`config.mk`:
```
export PLATFORM = sky130hd
export DESIGN_NAME = us_arp_cache
export DESIGN_NICKNAME = d
export VERILOG_FILES = /design/src/rtl/us_arp_cache.sv
export SDC_FILE = /design/constraint.sdc
export NUM_CORES = 2
export LEC_CHECK = 0
export CORE_ASPECT_RATIO = 1.4
export CORE_MARGIN = 5
export CORE_UTILIZATION = 35
export CTS_BUF_LIST = sky130_fd_sc_hd__clkbuf_16
export CTS_CLUSTER_DIAMETER = 50
export DETAILED_ROUTE_END_ITERATION = 12
export PLACE_DENSITY = 0.54
export SLEW_MARGIN = 0
export SYNTH_ARGS = -nofsm -noshare
export SYNTH_HDL_FRONTEND = slang
export SYNTH_SLANG_ARGS = --single-unit
```
`constraint.sdc`:
```
create_clock -name clk -period 5.4 [get_ports clk]
set_input_delay 0.54 -clock clk [delete_from_list [all_inputs] [get_ports clk]]
set_output_delay 0.54 -clock clk [all_outputs]
set_load 0.03 [all_outputs]
```
`src/rtl/us_arp_cache.sv`:
```
`default_nettype none
// ============================================================================
// Module  : us_arp_cache
// Brief   : Multi-entry ARP cache with aging and an ARP request resolver.
// Revision: 1.0 - initial release
// ============================================================================
module us_arp_cache #(
    parameter int DEPTH              = 8,
    parameter int REQ_TIMEOUT_CYCLES = 156250000,
    parameter int MAX_RETRY          = 3,
    parameter int AGE_TICK_CYCLES    = 156250000,
    parameter int AGE_MAX            = 255
) (
    input  logic                     clk,
    input  logic                     rst,
    input  logic                     learn_valid,
    input  logic [31:0]              learn_ip,
    input  logic [47:0]              learn_mac,
    input  logic                     lookup_req,
    input  logic [31:0]              lookup_ip,
    output logic                     lookup_ack,
    output logic                     lookup_hit,
    output logic [47:0]              lookup_mac,
    output logic                     arp_request_req,
    output logic [31:0]              arp_request_ip,
    input  logic                     arp_request_ack,
    output logic                     resolve_fail,
    output logic                     resolver_busy,
    output logic [$clog2(DEPTH):0]   entry_count
);

    localparam int          c_idx_w    = $clog2(DEPTH);
    localparam int          c_tmr_w    = $clog2(REQ_TIMEOUT_CYCLES + 1);
    localparam int          c_pre_w    = $clog2(AGE_TICK_CYCLES + 1);
    localparam logic [47:0] c_mac_none = '1;

    localparam logic [1:0] c_st_idle = 2'd0;
    localparam logic [1:0] c_st_req  = 2'd1;
    localparam logic [1:0] c_st_wait = 2'd2;
    localparam logic [1:0] c_st_fail = 2'd3;

    logic [DEPTH-1:0]   r_valid;
    logic [31:0]        r_ip  [DEPTH];
    logic [47:0]        r_mac [DEPTH];
    logic [7:0]         r_age [DEPTH];
    logic [c_idx_w-1:0] r_repl_ptr;
    logic [c_pre_w-1:0] r_pre_cnt;
    logic [31:0]        r_lu_ip;

    logic [1:0]         r_state;
    logic [c_tmr_w-1:0] r_timer;
    logic [3:0]         r_retry;
    logic               r_reply_seen;

    logic               w_learn_ok;
    logic               w_learn_hit;
    logic               w_free_any;
    logic               w_tick;
    logic [c_idx_w-1:0] w_hit_idx;
    logic [c_idx_w-1:0] w_free_idx;
    logic [c_idx_w-1:0] w_wr_idx;
    logic [DEPTH-1:0]   w_wr_sel;
    logic [DEPTH-1:0]   w_valid_nxt;
    logic [c_idx_w:0]   w_count_nxt;
    logic               w_lu_hit;
    logic [47:0]        w_lu_mac;
    logic               w_reply;

    assign w_tick = (r_pre_cnt == c_pre_w'(AGE_TICK_CYCLES - 1));

    // Descending scan so the lowest-index free slot is the one that sticks.
    always_comb begin
        w_learn_ok  = learn_valid && (learn_ip != 32'd0) && (learn_mac != c_mac_none);
        w_learn_hit = 1'b0;
        w_hit_idx   = '0;
        w_free_any  = 1'b0;
        w_free_idx  = '0;
        for (int i = DEPTH - 1; i >= 0; i--) begin
            if (r_valid[i] && (r_ip[i] == learn_ip)) begin
                w_learn_hit = 1'b1;
                w_hit_idx   = c_idx_w'(i);
            end
            if (!r_valid[i]) begin
                w_free_any = 1'b1;
                w_free_idx = c_idx_w'(i);
            end
        end
        if (w_learn_hit)
            w_wr_idx = w_hit_idx;
        else if (w_free_any)
            w_wr_idx = w_free_idx;
        else
            w_wr_idx = r_repl_ptr;
        w_wr_sel = '0;
        if (w_learn_ok)
            w_wr_sel[w_wr_idx] = 1'b1;
    end

    // A learn on an entry overrides any expiry from a coincident tick.
    always_comb begin
        w_valid_nxt = r_valid;
        w_count_nxt = '0;
        for (int i = 0; i < DEPTH; i++) begin
            if (w_wr_sel[i])
                w_valid_nxt[i] = 1'b1;
            else if (w_tick && r_valid[i] && (r_age[i] == 8'(AGE_MAX)))
                w_valid_nxt[i] = 1'b0;
            w_count_nxt = w_count_nxt + {{c_idx_w{1'b0}}, w_valid_nxt[i]};
        end
    end

    always_ff @(posedge clk) begin
        if (rst) begin
            r_valid     <= '0;
            r_repl_ptr  <= '0;
            r_pre_cnt   <= '0;
            entry_count <= '0;
            for (int i = 0; i < DEPTH; i++) begin
                r_ip[i]  <= '0;
                r_mac[i] <= '0;
                r_age[i] <= '0;
            end
        end else begin
            r_valid     <= w_valid_nxt;
            entry_count <= w_count_nxt;
            r_pre_cnt   <= w_tick ? '0 : r_pre_cnt + c_pre_w'(1);
            if (w_learn_ok && !w_learn_hit && !w_free_any)
                r_repl_ptr <= r_repl_ptr + c_idx_w'(1);
            for (int i = 0; i < DEPTH; i++) begin
                if (w_wr_sel[i]) begin
                    r_ip[i]  <= learn_ip;
                    r_mac[i] <= learn_mac;
                    r_age[i] <= 8'd0;
                end else if (w_tick && r_valid[i]) begin
                    r_age[i] <= r_age[i] + 8'd1;
                end
            end
        end
    end

    always_comb begin
        w_lu_hit = 1'b0;
        w_lu_mac = c_mac_none;
        for (int i = 0; i < DEPTH; i++) begin
            if (r_valid[i] && (r_ip[i] == lookup_ip)) begin
                w_lu_hit = 1'b1;
                w_lu_mac = r_mac[i];
            end
        end
    end

    always_ff @(posedge clk) begin
        if (rst) begin
            lookup_ack <= 1'b0;
            lookup_hit <= 1'b0;
            lookup_mac <= c_mac_none;
            r_lu_ip    <= '0;
        end else begin
            lookup_ack <= lookup_req;
            lookup_hit <= lookup_req && w_lu_hit;
            lookup_mac <= (lookup_req && w_lu_hit) ? w_lu_mac : c_mac_none;
            if (lookup_req)
                r_lu_ip <= lookup_ip;
        end
    end

    assign w_reply = w_learn_ok && (learn_ip == arp_request_ip);

    // A reply seen during REQ is remembered so the handshake can finish first.
    always_ff @(posedge clk) begin
        if (rst) begin
            r_state        <= c_st_idle;
            r_timer        <= '0;
            r_retry        <= 4'd0;
            r_reply_seen   <= 1'b0;
            arp_request_ip <= '0;
        end else begin
            case (r_state)
                c_st_idle: begin
                    if (lookup_ack && !lookup_hit) begin
                        r_state        <= c_st_req;
                        arp_request_ip <= r_lu_ip;
                        r_retry        <= 4'd1;
                        r_reply_seen   <= 1'b0;
                    end
                end
                c_st_req: begin
                    if (w_reply)
                        r_reply_seen <= 1'b1;
                    if (arp_request_ack) begin
                        r_state <= (r_reply_seen || w_reply) ? c_st_idle : c_st_wait;
                        r_timer <= '0;
                    end
                end
                c_st_wait: begin
                    if (w_reply) begin
                        r_state <= c_st_idle;
                    end else if (r_timer == c_tmr_w'(REQ_TIMEOUT_CYCLES - 1)) begin
                        if (r_retry < 4'(MAX_RETRY)) begin
                            r_state      <= c_st_req;
                            r_retry      <= r_retry + 4'd1;
                            r_reply_seen <= 1'b0;
                        end else begin
                            r_state <= c_st_fail;
                        end
                    end else begin
                        r_timer <= r_timer + c_tmr_w'(1);
                    end
                end
                c_st_fail: r_state <= c_st_idle;
                default:   r_state <= c_st_idle;
            endcase
        end
    end

    assign arp_request_req = (r_state == c_st_req);
    assign resolve_fail    = (r_state == c_st_fail);
    assign resolver_busy   = (r_state != c_st_idle);

endmodule
`default_nettype wire
```
==> key figures <==
Hold path
  • Worst min-delay path class: in -> reg

Yosys
  • Sequential fraction of the synthesis area: between 50% and 60%
  • Syn_area_per_cell: 11.2 sq um
  • Synthesized instance count: 3827
  • Yosys Warn Count: 0
  • Netlist cell types: 64
  • Ys async rst share: 0%
  • Post-synthesis cell area: around 43000 sq um
  • Syn_nets: between 3000 and 4000
  • Ys flop type: edfxtp_1
  • #FFs+latches synth: about 900
  • Number of enable flip-flop cells after synthesis: 704

Clock tree
  • Clk_lat worst skew: a little over 700 ps
  • # clock sinks: between 800 and 900
  • TritonCTS Buffers: 107
  • Clk buf depth: 3
  • H-tree depth: 3
  • CTS Root Cell: clkbuf_16
  • Cts-stage hold buffer count: 0
  • TritonCTS clock tree: yes
  • Clock transition at path regs: 60 ps

Finish
  • Multi-input gate area: approximately 16000 sq um
  • Area occupied by registers: ~25000 sq um
  • Synthesis-to-layout area growth: 25.0%
  • # fillers: around 12000
  • Share of layout cells above drive strength 1: 14.2%
  • Nets: 4412
  • Final instance area: between 50000 and 60000 sq um
  • Commonest non-fill, non-tap cell in the layout: edfxtp_1
  • Final Non-Filler Cells: between 5000 and 6000
  • Commonest non-fill, non-tap cells in the layout: edfxtp_1, nor2_1, xor2_1, buf_4, clkdlybuf4s50_1

STA
  • Clk_skew: roughly 36 ps
  • Period utilization: 99.6%
  • Setup WS post-layout: ~23 ps
  • Final hold vios: 0
  • Worst slew margin: between 30 and 40%
  • Slew Limit Fails: 0
  • Worst-Margin Slew: 1010 ps
  • Hold slack: between 200 and 300 ps
  • Setup violations, final: 0
  • Minimum clock period: approximately 5400 ps
  • F_max: 186 MHz

Route
  • DR vias: ~32000
  • Pre-Repair DR Iteration Count: 6
  • WL per Instance: 28.8 um
  • Final WL: 172 mm
  • Antenna Nets Post-Route: 0
  • DRC viols: 0
  • Vias/cell: between 5 and 6
  • DRT iter0 DRCs: 2610

Pwr
  • Pwr/cell area: around 320 nW/um^2
  • Power share of the clock group: between 40% and 50%
  • Flop pwr share: between 40% and 50%
  • Pleak: slightly above 20 nW
  • Tot Pwr: 17.4 mW
  • Max IR drop VDD: ~290 uV
  • Sw Ratio: approximately a quarter
  • Combinational Power Share: roughly 10%
  • Internal: 12.9 mW
  • P_sw: approximately 4.5 mW

Floorplanning
  • Cell row count: about 150
  • Initial core utilization: about a third
  • Io pins: about 200
  • DIE AREA: 130000 sq um
  • CORE AREA: approximately 120000 sq um
  • Chip Width: around 310 um
  • Die Y: between 400 and 500 um

Global routing
  • Vias in the first global route: 33000
  • First-pass GRT wire length: about 240 mm
  • GRT overflow: 0
  • Overall routing resource usage: between 20 and 30%
  • Antenna violations before repair: 6
  • Largest net degree at the start of global routing: 97

Place
  • Gp weighted congestion: between 1 and 1.5
  • Place WS: -755 ps
  • DP Wirelength: around 120 mm
  • Total placed cells including tap cells: 5770
  • Placed Area: about 50000 sq um
  • Buffers on Ports: 205

Critical path
  • Buf/Inv on CP: 3
  • Crit-path cells: xor2_1, nor4_1, nand3_1, or4_1, nand3_1, o2bb2ai_1, o21ai_4, nand2b_4, nand2_1, fa_1, fa_1, inv_1, fa_1, inv_1, ha_1, inv_1, fa_1, xor2_1, nor2_1
  • CP top delay family: adder cells
  • CP peak stage delay: about 550 ps
  • Slowest-stage cell, CP: edfxtp_1
  • Worst path required time: approximately 6000 ps
  • Top cell by count, worst path: fa_1
  • Maximum fanout along the worst path: 4
  • Worst Setup Path Type: reg -> reg
  • Worst setup SP type: flip-flop
  • Critical Path Sink Type: flip-flop
  • Worst Path Arrival: between 5000 and 6000 ps

Job
  • Max-cap violations: 0

Run status
  • Outcome: complete, no violations
cell usage after synthesis, types with 47 or more instances:
master | instances | area share (%)
edfxtp_1 | 704 | 49
nor2_1 | 621 | 5.4
xor2_1 | 437 | 8.9
xnor2_1 | 200 | 4.1
dfxtp_1 | 192 | 9.0
inv_1 | 159 | 1.4
a21oi_1 | 155 | 1.8
clkbuf_1 | 152 | 1.3
nor4_1 | 143 | 2.1
nand2_1 | 128 | 1.1
nand2b_1 | 104 | 1.5
o221ai_1 | 95 | 1.9
nand4_1 | 92 | 1.3
nand3_1 | 83 | 0.97
buf_2 | 79 | 0.92
o21ai_0 | 76 | 0.89
o211ai_1 | 50 | 0.88
a221o_1 | 47 | 1.1
worst paths after layout:
check	start	endpoint	slack (ps)	cells past startpoint
min reg2reg	r_lu_ip[26]	arp_request_ip[26]	450	2
max reg2reg	r_ip[0][88]	entry_count[2]	20	19
max	r_ip[0][88]	entry_count[2]	20	19
min	rst	r_repl_ptr[1]	280	2
what timing repair did:
| item | CTS | global route |
|---|---|---|
| resized for setup | 2 | 9 |
| setup endpoints to repair | 1 | 2 |
| buffers inserted | 0 | 3 |
| pin swaps | 0 | 4 |
power by group through the flow:
stage / Clock (mW) / Combinational, mW / Sequential [mW]
detailed placement: 0 / 1.76 / 8.13
CTS: 7.75 / 1.76 / 7.98
floorplan: 0 / 0.779 / 8.07
finish: 7.62 / 1.78 / 7.99
global route: 8.06 / 1.85 / 8.00
global placement: 0 / 1.76 / 8.12
sequential cells by signal, summed over array words and instances (netlist names), 2 cells and up:
signal	cells
r_age	64
r_mac	384
arp_request_ip	32
r_repl_ptr	3
r_lu_ip	32
entry_count	4
r_valid	8
lookup_mac	48
r_state	2
r_pre_cnt	28
r_retry	4
r_ip	256
r_timer	28
stage by stage:
| stage | util [%] | setup TNS (ps) |
|---|---|---|
| after floorplan | - | 0 |
| after global placement | 41.0 | -14340 |
| after detailed placement | 41.0 | -13940 |
| after CTS | 44.1 | 0 |
| after global routing | 44.1 | -2.46 |
| final | 44.1 | 0 |
metal layers:
| layer | share of wire, % | wire, um | track usage [%] | up-vias |
|---|---|---|---|---|
| met5 | 0.0075 | 13 | 0 | - |
| met4 | 7.1 | 12200 | 15.0 | 2 |
| met3 | 5.3 | 9080 | 3.76 | 383 |
| met2 | 50 | 86500 | 46.1 | 1222 |
| met1 | 37 | 64600 | 29.7 | 16100 |
| li1 | - | - | - | 14600 |
cell type report:
type / count / share of cell area (%)
Clock inverter: 94 / 1.91
Timing Repair Buffer: 594 / 11.0
Tap cell: 1606 / 3.75
Inverter: 159 / 1.11
Clock buffer: 109 / 5.09
Sequential cell: 896 / 46.7
Antenna cell: 3 / 0.0140
Multi-Input combinational cell: 2518 / 30.4
cell families (layout without fill, tap and decap cells):
family | after synthesis | after routing | share of synthesized area (%)
and+or+nand+nor | 1379 | 1379 | 16.0
AOI/OAI and AO/OA | 450 | 450 | 7.16
other | 0 | 3 | 0
DFF | 896 | 896 | 58.3
muxes | 33 | 33 | 0.771
xor gates and xnor gates | 637 | 637 | 13.0
adders and majority gates | 19 | 19 | 0.625
buffers and inverters | 413 | 956 | 4.08
worst reg2reg max path: cells and delay by family (launching register included):
family          cells  cell delay [ps]
fa+ha+maj           5             2060
simple gates        7             1700
flops               1              550
xor+xnor            2              400
compound gates      2              360
buf+inv             3              200
No activity file was read; power rests on OpenSTA's default activity.
